===== src/rtl/redirect_ctrl.sv =====
// redirect_ctrl -- execute-stage control-flow redirect sequencer.
//
// Compares the resolved next PC of each EX instruction against the PC that
// fetch predicted. On a mismatch, ecall or mret it flushes the younger stages
// and holds a redirect request to the IFU until the IFU accepts it. Every
// resolved control-flow instruction also produces a one-cycle predictor update.
//
// Ports:
//   clock, reset          core clock, synchronous active-high reset
//   ex_valid_i            EX holds a valid instruction
//   ex_pc_i               PC of the EX instruction
//   ex_pred_pc_i          next PC predicted by fetch
//   ex_npc_i              resolved next PC from the branch unit
//   ex_is_ctrl_i          branch / jal / jalr / ecall / mret
//   ex_is_trap_i          ecall / mret (always redirects)
//   flush_o               kill IF/ID and ID/EX (combinational from EX inputs)
//   redir_valid_o/pc_o    registered redirect request and target
//   redir_ready_i         IFU accepts the redirect
//   bp_upd_*_o            registered one-cycle predictor update
//
// Optional feature (macro YSYX_23060251_REDIRECT_PERF_EN):
//   perf_ctrl_cnt_o       resolved control-flow instructions
//   perf_mispred_cnt_o    redirects entered from IDLE (traps included)

module redirect_ctrl #(
  parameter int PC_W = 32
) (
  input  logic            clock,
  input  logic            reset,
  input  logic            ex_valid_i,
  input  logic [PC_W-1:0] ex_pc_i,
  input  logic [PC_W-1:0] ex_pred_pc_i,
  input  logic [PC_W-1:0] ex_npc_i,
  input  logic            ex_is_ctrl_i,
  input  logic            ex_is_trap_i,
  output logic            flush_o,
  output logic            redir_valid_o,
  output logic [PC_W-1:0] redir_pc_o,
  input  logic            redir_ready_i,
  output logic            bp_upd_valid_o,
  output logic [PC_W-1:0] bp_upd_pc_o,
  output logic [PC_W-1:0] bp_upd_target_o,
  output logic            bp_upd_taken_o
`ifdef YSYX_23060251_REDIRECT_PERF_EN
  ,
  output logic [31:0]     perf_ctrl_cnt_o,
  output logic [31:0]     perf_mispred_cnt_o
`endif
);

  typedef enum logic [0:0] {
    IDLE  = 1'b0,
    REDIR = 1'b1
  } state_t;

  localparam logic [PC_W-1:0] PC_STEP = PC_W'(3'd4);

  state_t          state_r;
  state_t          state_s;
  logic            resolve_s;
  logic            need_redir_s;
  logic            enter_redir_s;
  logic            handshake_s;
  logic            upd_fire_s;
  logic            flush_s;
  logic            redir_valid_r;
  logic [PC_W-1:0] redir_pc_r;
  logic            bp_upd_valid_r;
  logic [PC_W-1:0] bp_upd_pc_r;
  logic [PC_W-1:0] bp_upd_target_r;
  logic            bp_upd_taken_r;

  // Event decode: what the EX instruction asks for in the current state.
  always_comb begin
    resolve_s     = ex_valid_i && (state_r == IDLE);
    need_redir_s  = ex_is_trap_i || (ex_npc_i != ex_pred_pc_i);
    enter_redir_s = resolve_s && need_redir_s;
    upd_fire_s    = resolve_s && ex_is_ctrl_i;
    handshake_s   = redir_valid_r && redir_ready_i;
  end

  // Next-state logic and the combinational flush.
  always_comb begin
    state_s = state_r;
    flush_s = 1'b0;
    case (state_r)
      IDLE: begin
        if (enter_redir_s) begin
          state_s = REDIR;
          flush_s = 1'b1;
        end else begin
          state_s = IDLE;
          flush_s = 1'b0;
        end
      end
      REDIR: begin
        // Wrong-path fetches keep arriving until the IFU takes the target.
        flush_s = 1'b1;
        if (handshake_s) begin
          state_s = IDLE;
        end else begin
          state_s = REDIR;
        end
      end
      default: begin
        state_s = IDLE;
        flush_s = 1'b0;
      end
    endcase
  end

  // State register and redirect request; the target is captured on entry only.
  always_ff @(posedge clock) begin
    if (reset) begin
      state_r       <= IDLE;
      redir_valid_r <= 1'b0;
      redir_pc_r    <= '0;
    end else begin
      state_r <= state_s;
      if (enter_redir_s) begin
        redir_valid_r <= 1'b1;
        redir_pc_r    <= ex_npc_i;
      end else if (handshake_s) begin
        redir_valid_r <= 1'b0;
      end
    end
  end

  // Predictor update pulse; payload is held between pulses.
  always_ff @(posedge clock) begin
    if (reset) begin
      bp_upd_valid_r  <= 1'b0;
      bp_upd_pc_r     <= '0;
      bp_upd_target_r <= '0;
      bp_upd_taken_r  <= 1'b0;
    end else begin
      bp_upd_valid_r <= upd_fire_s;
      if (upd_fire_s) begin
        bp_upd_pc_r     <= ex_pc_i;
        bp_upd_target_r <= ex_npc_i;
        // Sequential fall-through wraps with the PC width.
        bp_upd_taken_r  <= (ex_npc_i != (ex_pc_i + PC_STEP));
      end
    end
  end

  assign flush_o         = flush_s;
  assign redir_valid_o   = redir_valid_r;
  assign redir_pc_o      = redir_pc_r;
  assign bp_upd_valid_o  = bp_upd_valid_r;
  assign bp_upd_pc_o     = bp_upd_pc_r;
  assign bp_upd_target_o = bp_upd_target_r;
  assign bp_upd_taken_o  = bp_upd_taken_r;

`ifdef YSYX_23060251_REDIRECT_PERF_EN
  logic [31:0] perf_ctrl_cnt_r;
  logic [31:0] perf_mispred_cnt_r;

  // Performance counters, free-running and wrapping.
  always_ff @(posedge clock) begin
    if (reset) begin
      perf_ctrl_cnt_r    <= 32'd0;
      perf_mispred_cnt_r <= 32'd0;
    end else begin
      if (upd_fire_s) begin
        perf_ctrl_cnt_r <= perf_ctrl_cnt_r + 32'd1;
      end
      if (enter_redir_s) begin
        perf_mispred_cnt_r <= perf_mispred_cnt_r + 32'd1;
      end
    end
  end

  assign perf_ctrl_cnt_o    = perf_ctrl_cnt_r;
  assign perf_mispred_cnt_o = perf_mispred_cnt_r;
`endif

`ifndef SYNTHESIS
  redirect_ctrl_chk u_chk (
    .clock    (clock),
    .reset    (reset),
    .in_redir (state_r == REDIR),
    .ex_valid (ex_valid_i)
  );
`endif

endmodule

// Simulation-only checker: ID/EX is flushed during a redirect, so a valid
// EX instruction while redirecting means the pipeline control is broken.
module redirect_ctrl_chk (
  input logic clock,
  input logic reset,
  input logic in_redir,
  input logic ex_valid
);

  a_no_ex_in_redir: assert property (@(posedge clock) disable iff (reset)
    in_redir |-> !ex_valid);

endmodule

===== config.mk =====
export PLATFORM = sky130hd
export DESIGN_NAME = redirect_ctrl
export DESIGN_NICKNAME = d
export VERILOG_FILES = /design/src/rtl/redirect_ctrl.sv
export SDC_FILE = /design/constraint.sdc
export NUM_CORES = 1
export LEC_CHECK = 0
export ABC_AREA = 1
export CORE_MARGIN = 2
export CORE_UTILIZATION = 35
export DETAILED_ROUTE_END_ITERATION = 7
export PLACE_DENSITY = 0.66
export SLEW_MARGIN = 20
export SYNTH_ARGS = -nofsm -noshare
export SYNTH_HDL_FRONTEND = slang
export SYNTH_SLANG_ARGS = --single-unit

===== constraint.sdc =====
create_clock -name clock -period 1.73 [get_ports clock]
set_input_delay 0.2595 -clock clock [delete_from_list [all_inputs] [get_ports clock]]
set_output_delay 0.2595 -clock clock [all_outputs]
set_load 0.05 [all_outputs]

=== Yosys cells after proc, flatten, opt, wreduce, memory -nomap -nowiden ===
Index checks and enable logic that the tools add are counted.

* Register bits after elaboration: 100
* Word-level logic and storage cells: 23
* Output and inout bits: 100
* Input bits: 102

* Reductions and logical operators: 6
* Bitwise operators: 1
* Muxes and demuxes: 6
* $add $sub $neg: 1
* Equal/unequal tests: 2

{| class="wikitable"
|+ Operators with widths
! cell !! number
|-
| 32-bit inequality test || 2
|-
| 32-bit by 3-bit adder with 32-bit output, second input constant || 1
|-
| 1-bit logical AND || 4
|-
| 1-bit two-way mux || 4
|-
| 1-bit one-hot mux with 2 select lines || 2
|-
| 2-bit nonzero test || 1
|-
| 1-bit logical OR || 1
|-
| 1-bit inverter || 1
|}

=== Depth between registers and ports, before layout ===
* Depth in word-level cells: 5
* Depth in mapped cells: 15
* Mapped depth without buffers: 15

=== Worst setup path after synthesis ===
OpenSTA, ideal clock, no wires.

* Path kind: register to output
* Start point: register state_r
* End point: output port flush_o
* Cell stages (with the launch flop): 8
* Slack: -24 ps
* Arrival: 1494 ps
* Required time: 1470 ps
* Path buffers: 2
* Cell sequence: dfxtp_1 inv_1 nand2_1 inv_1 clkbuf_1 clkbuf_1 nand2_1 nand2_1

* Longest elaborated chain between the ends: 5

{| class="wikitable"
|+ Ends and longest elaborated chain
! element !! line !! source
|-
| from (decl) || 58 || <nowiki>state_t state_r;</nowiki>
|-
| from (signal assigned) || 119 || <nowiki>state_r <= state_s;</nowiki>
|-
| 1-bit inverter || n/a ||
|-
| 1-bit logical AND || 75 || <nowiki>resolve_s = ex_valid_i && (state_r == IDLE);</nowiki>
|-
| 1-bit logical AND || 77 || <nowiki>enter_redir_s = resolve_s && need_redir_s;</nowiki>
|-
| 1-bit two-way mux || 88 || <nowiki>if (enter_redir_s) begin</nowiki>
|-
| 1-bit one-hot mux with 2 select lines (*) || 86 || <nowiki>case (state_r)</nowiki>
|-
| to (decl) || 36 || <nowiki>output logic flush_o,</nowiki>
|}

Every way passes the cells marked *; elsewhere a longest branch is shown, timed or not.

=== Worst setup path in the final report ===
* Start point: input port ex_npc_i[0]
* End point: output port flush_o

* Longest elaborated chain between the ends: 5

{| class="wikitable"
|+ Ends and longest elaborated chain
! element !! line !! source
|-
| from (decl) || 33 || <nowiki>input logic [PC_W-1:0] ex_npc_i,</nowiki>
|-
| 32-bit inequality test || 76 || <nowiki>need_redir_s = ex_is_trap_i || (ex_npc_i != ex_pred_pc_i);</nowiki>
|-
| 1-bit logical OR || 76 ||
|-
| 1-bit logical AND || 77 ||
|-
| 1-bit two-way mux || 88 ||
|-
| 1-bit one-hot mux with 2 select lines || 86 ||
|}

Every way passes these cells.

==> results by group <==
Floorplan
  • Die area: ~16000 µm²
  • Io pins: 202
  • Chip Width: 128 µm
  • Row cnt: between 40 and 50
  • Die Y: 128 µm
  • Initial Util: 35.7%
  • Core ar.: 15100 µm²

Placement
  • RePlAce Congestion: between 0.9 and 1
  • Placed cells: 1325
  • Detail Placement HPWL: 15300 µm
  • I/O Buffers: 201

Worst setup path
  • CP Class: in -> out
  • Slowest CP cell: nor4_2
  • CP endpoint kind: primary output
  • R2r startpoint: state_r
  • Crit start category: input port
  • Reg2Reg Depth: 14
  • Worst r2r dst: bp_upd_taken_o
  • Crit path buffers/inverters: 3
  • CP Cell Sequence: buf_6, inv_4, nor2_1, nor4_2, nand3_2, nor2_4, nand3_4, nand2_4, nand2_4, buf_8
  • R2R setup slack: roughly 0.15 ns
  • Worst endpoint required time: between 1 and 1.5 ns
  • Worst endpoint data arrival time: about 1.5 ns
  • Worst-path fanout max: 3
  • CP max stage delay: 0.30 ns
  • Top cell by count, worst path: nand2_4
  • Delay-heaviest family, CP: simple AND/OR/NAND/NOR gates

Yosys
  • Top_reg_cell synth: dfxtp_1
  • Register area share after synthesis: a little under two fifths
  • Syn_nets: 938
  • Unique cell type count in the Yosys netlist: 30
  • Synthesized flop and latch total: 100
  • Avg Cell Area, Syn: 6.47 µm²
  • Number of flops mapped to enable cells by yosys: 0
  • Mapped Cells: 835
  • Yosys warnings: 0
  • Post-Synthesis Cell Area: 5400 µm²
  • Async S/R FF share, synth: 0%

Pwr
  • Final Power: 7.15 mW
  • Pwr/cell area: 786 nW/µm²
  • Static leakage: around 4.6 nW
  • Max VDD drop: 0.000477 V

Timing
  • Rel. slew slack: 67.3%
  • Crit share post-route: 99.3%
  • Final setup skew: 0.00647 ns
  • Hold Violations, Final: 0
  • Max Freq: 582 MHz
  • Tightest Pin Transition: 0.492 ns
  • Setup violators final: 0
  • Tmin final: roughly 1.7 ns
  • Hold_ws: 0.168 ns
  • RSZ-0062 raised after global routing: yes
  • Setup TNS: 0 ns
  • Final Max Tran Viols: 0

Clock tree
  • Number of CTS-inserted buffers: 9
  • H-tree levels: 3
  • Root Buffer: clkbuf_16
  • CTS clk-pin slew, worst paths: 0.07 ns
  • Clock insertion delay at the later pin of the skew report: 0.36 ns
  • # clock sinks: 100
  • TritonCTS clock tree: done
  • Hold Buf Count CTS: 0
  • Clock Tree Buf Depth: 2

Final layout
  • Syn-to-layout area delta: 68.5%
  • Layout cells sized above 1: between 30% and 40%
  • Antenna Diode Count: 0
  • Fillers: around 1500
  • Non-filler cells, final: approximately 1400
  • NumNets Final: 1276

Drt
  • Vias: 6519
  • DRT antenna net count: 0
  • Drt pass-1 iters: 6
  • Routed length per placed instance: 15.0 µm
  • Wirelength, routed: 20500 µm
  • Via density: approximately 4.8
  • Initial DRC Count: about 410
  • Residual DRC: 0

Global route
  • Largest net degree at the start of global routing: 71
  • First-pass GRT wire length: 30900 µm
  • Vias in the first global route: ~6000
  • Antenna violations before repair: 0
  • Aggregate global-route resource usage: between 20% and 30%
  • Congestion Overflow GR: 0

Hold path
  • WHS Path Cells: 3
  • HP Start: ex_npc_i[5]
  • Hold Path Sink: bp_upd_target_o[5]
  • Hold crit path type: in -> reg

Outcome
  • Status: completed

Job
  • Max_cap viols: 0
[per-layer routing]
| metal | share of wire, % | global-route usage [%] | up-vias |
|---|---|---|---|
| li1 | - | - | 3352 |
| met2 | 47 | 38.8 | 188 |
| met4 | 2.3 | 7.82 | 0 |
| met5 | 0 | 0 | - |
| met1 | 45 | 32.7 | 2952 |
| met3 | 5.6 | 4.01 | 27 |
[power breakdown]
group / internal [mW] / switching (mW)
registers: 2.48 / 0.0924
logic: 0.888 / 1.38
clock network: 1.36 / 0.955
[cells in the final DEF (no fill, tap or decap), types with 3 or more instances in the layout]
| master | instances |
|---|---|
| a21oi_1 | 76 |
| buf_12 | 6 |
| buf_2 | 10 |
| buf_4 | 251 |
| buf_6 | 11 |
| buf_8 | 5 |
| clkbuf_16 | 9 |
| clkbuf_2 | 14 |
| clkdlybuf4s15_1 | 12 |
| clkdlybuf4s50_1 | 14 |
| dfxtp_1 | 100 |
| dlygate4sd2_1 | 29 |
| dlymetal6s2s_1 | 11 |
| inv_1 | 54 |
| inv_2 | 13 |
| inv_4 | 6 |
| nand2_1 | 172 |
| nand2_2 | 16 |
| nand2_4 | 3 |
| nand3_1 | 54 |
| nand3_2 | 6 |
| nand3b_1 | 5 |
| nand4_1 | 7 |
| nor2_1 | 121 |
| nor2_2 | 16 |
| nor2_4 | 11 |
| nor3_1 | 4 |
| nor3_2 | 3 |
| o21ai_0 | 66 |
| o21ai_2 | 3 |
| xnor2_1 | 17 |
| xor2_1 | 21 |
[how the worst max path moves through the flow]
stage	startpoint	endpoint	cells after the start
floorplan	state_r	flush_o	7
global placement	ex_npc_i[31]	flush_o	12
detailed placement	ex_npc_i[31]	flush_o	12
CTS	ex_npc_i[5]	flush_o	11
global route	ex_npc_i[0]	flush_o	10
finish	ex_npc_i[0]	flush_o	10
[cells in the mapped netlist, drive strengths merged, types with 2 or more instances]
cell    count  area (µm²)
xor2       22         193
nand4       7        43.8
nor2      148         578
nand3b      5        37.5
nor4        2        12.5
o21ai      71         355
buf         8        77.6
xnor2      18         158
clkbuf     30         113
nand3      62         320
nand2     191         719
o22ai       4        25.0
nor3        7        35.0
a21oi      77         385
or2         3        18.8
dfxtp     100        2000
inv        74         278
[timing repair]
| item | CTS | global route |
|---|---|---|
| cloned | 0 | 0 |
| setup endpoints to repair | 42 | 24 |
| setup buffers | 22 | 5 |
| hold endpoints to repair | 0 | 0 |
| resized for setup | 228 | 115 |
| pin swaps | 39 | 44 |
[through the flow]
step | area, µm² | setup WS, ns | utilization [%]
floorplan | 5400 | 0.0666 | -
global placement | 8350 | -0.703 | 55.2
detailed placement | 8350 | -0.688 | 55.2
CTS | 8880 | -0.0771 | 58.6
global route | 9100 | -0.0787 | 60.1
finish | 9100 | 0.0128 | 60.1
[cells by family (layout without fill, tap and decap cells)]
family,count (synthesis),after routing,synth area share (%)
AO/OA/AOI/OAI,155,155,14.6
XOR/XNOR,40,40,6.49
adder cells (fa/ha/maj),1,1,0.232
buffers and inverters,112,455,8.66
flip-flops,100,100,37.1
AND/OR/NAND/NOR,427,427,32.9
[flip-flops by register name (all words and copies together) (netlist names)]
| name | flops |
|---|---|
| bp_upd_pc_o | 32 |
| bp_upd_taken_o | 1 |
| bp_upd_target_o | 32 |
| bp_upd_valid_o | 1 |
| redir_pc_o | 32 |
| redir_valid_o | 1 |
| state_r | 1 |
[worst reg2reg max path: stages (launching register included)]
cell	delay [ns]
dfxtp_1	0.32
inv_1	0.12
nand2_2	0.09
nor2_4	0.12
nand2_1	0.06
nor2_1	0.08
nand2_1	0.06
nor2_2	0.11
nand2_1	0.07
nor2_1	0.08
nand2_1	0.06
nor2_1	0.08
nand3_1	0.07
nor2_1	0.09
nor2_1	0.04
[final cells by class]
type	count	area (µm²)	area share (%)
repair buffers	365	3000	32.9
clock inverters	4	80.1	0.880
inverters	74	300	3.30
flip-flops and latches	100	2000	22.0
multi-input cells	623	3230	35.5
clock buffers	12	256	2.82
well taps	188	235	2.58
No activity file was read; power rests on OpenSTA's default activity.
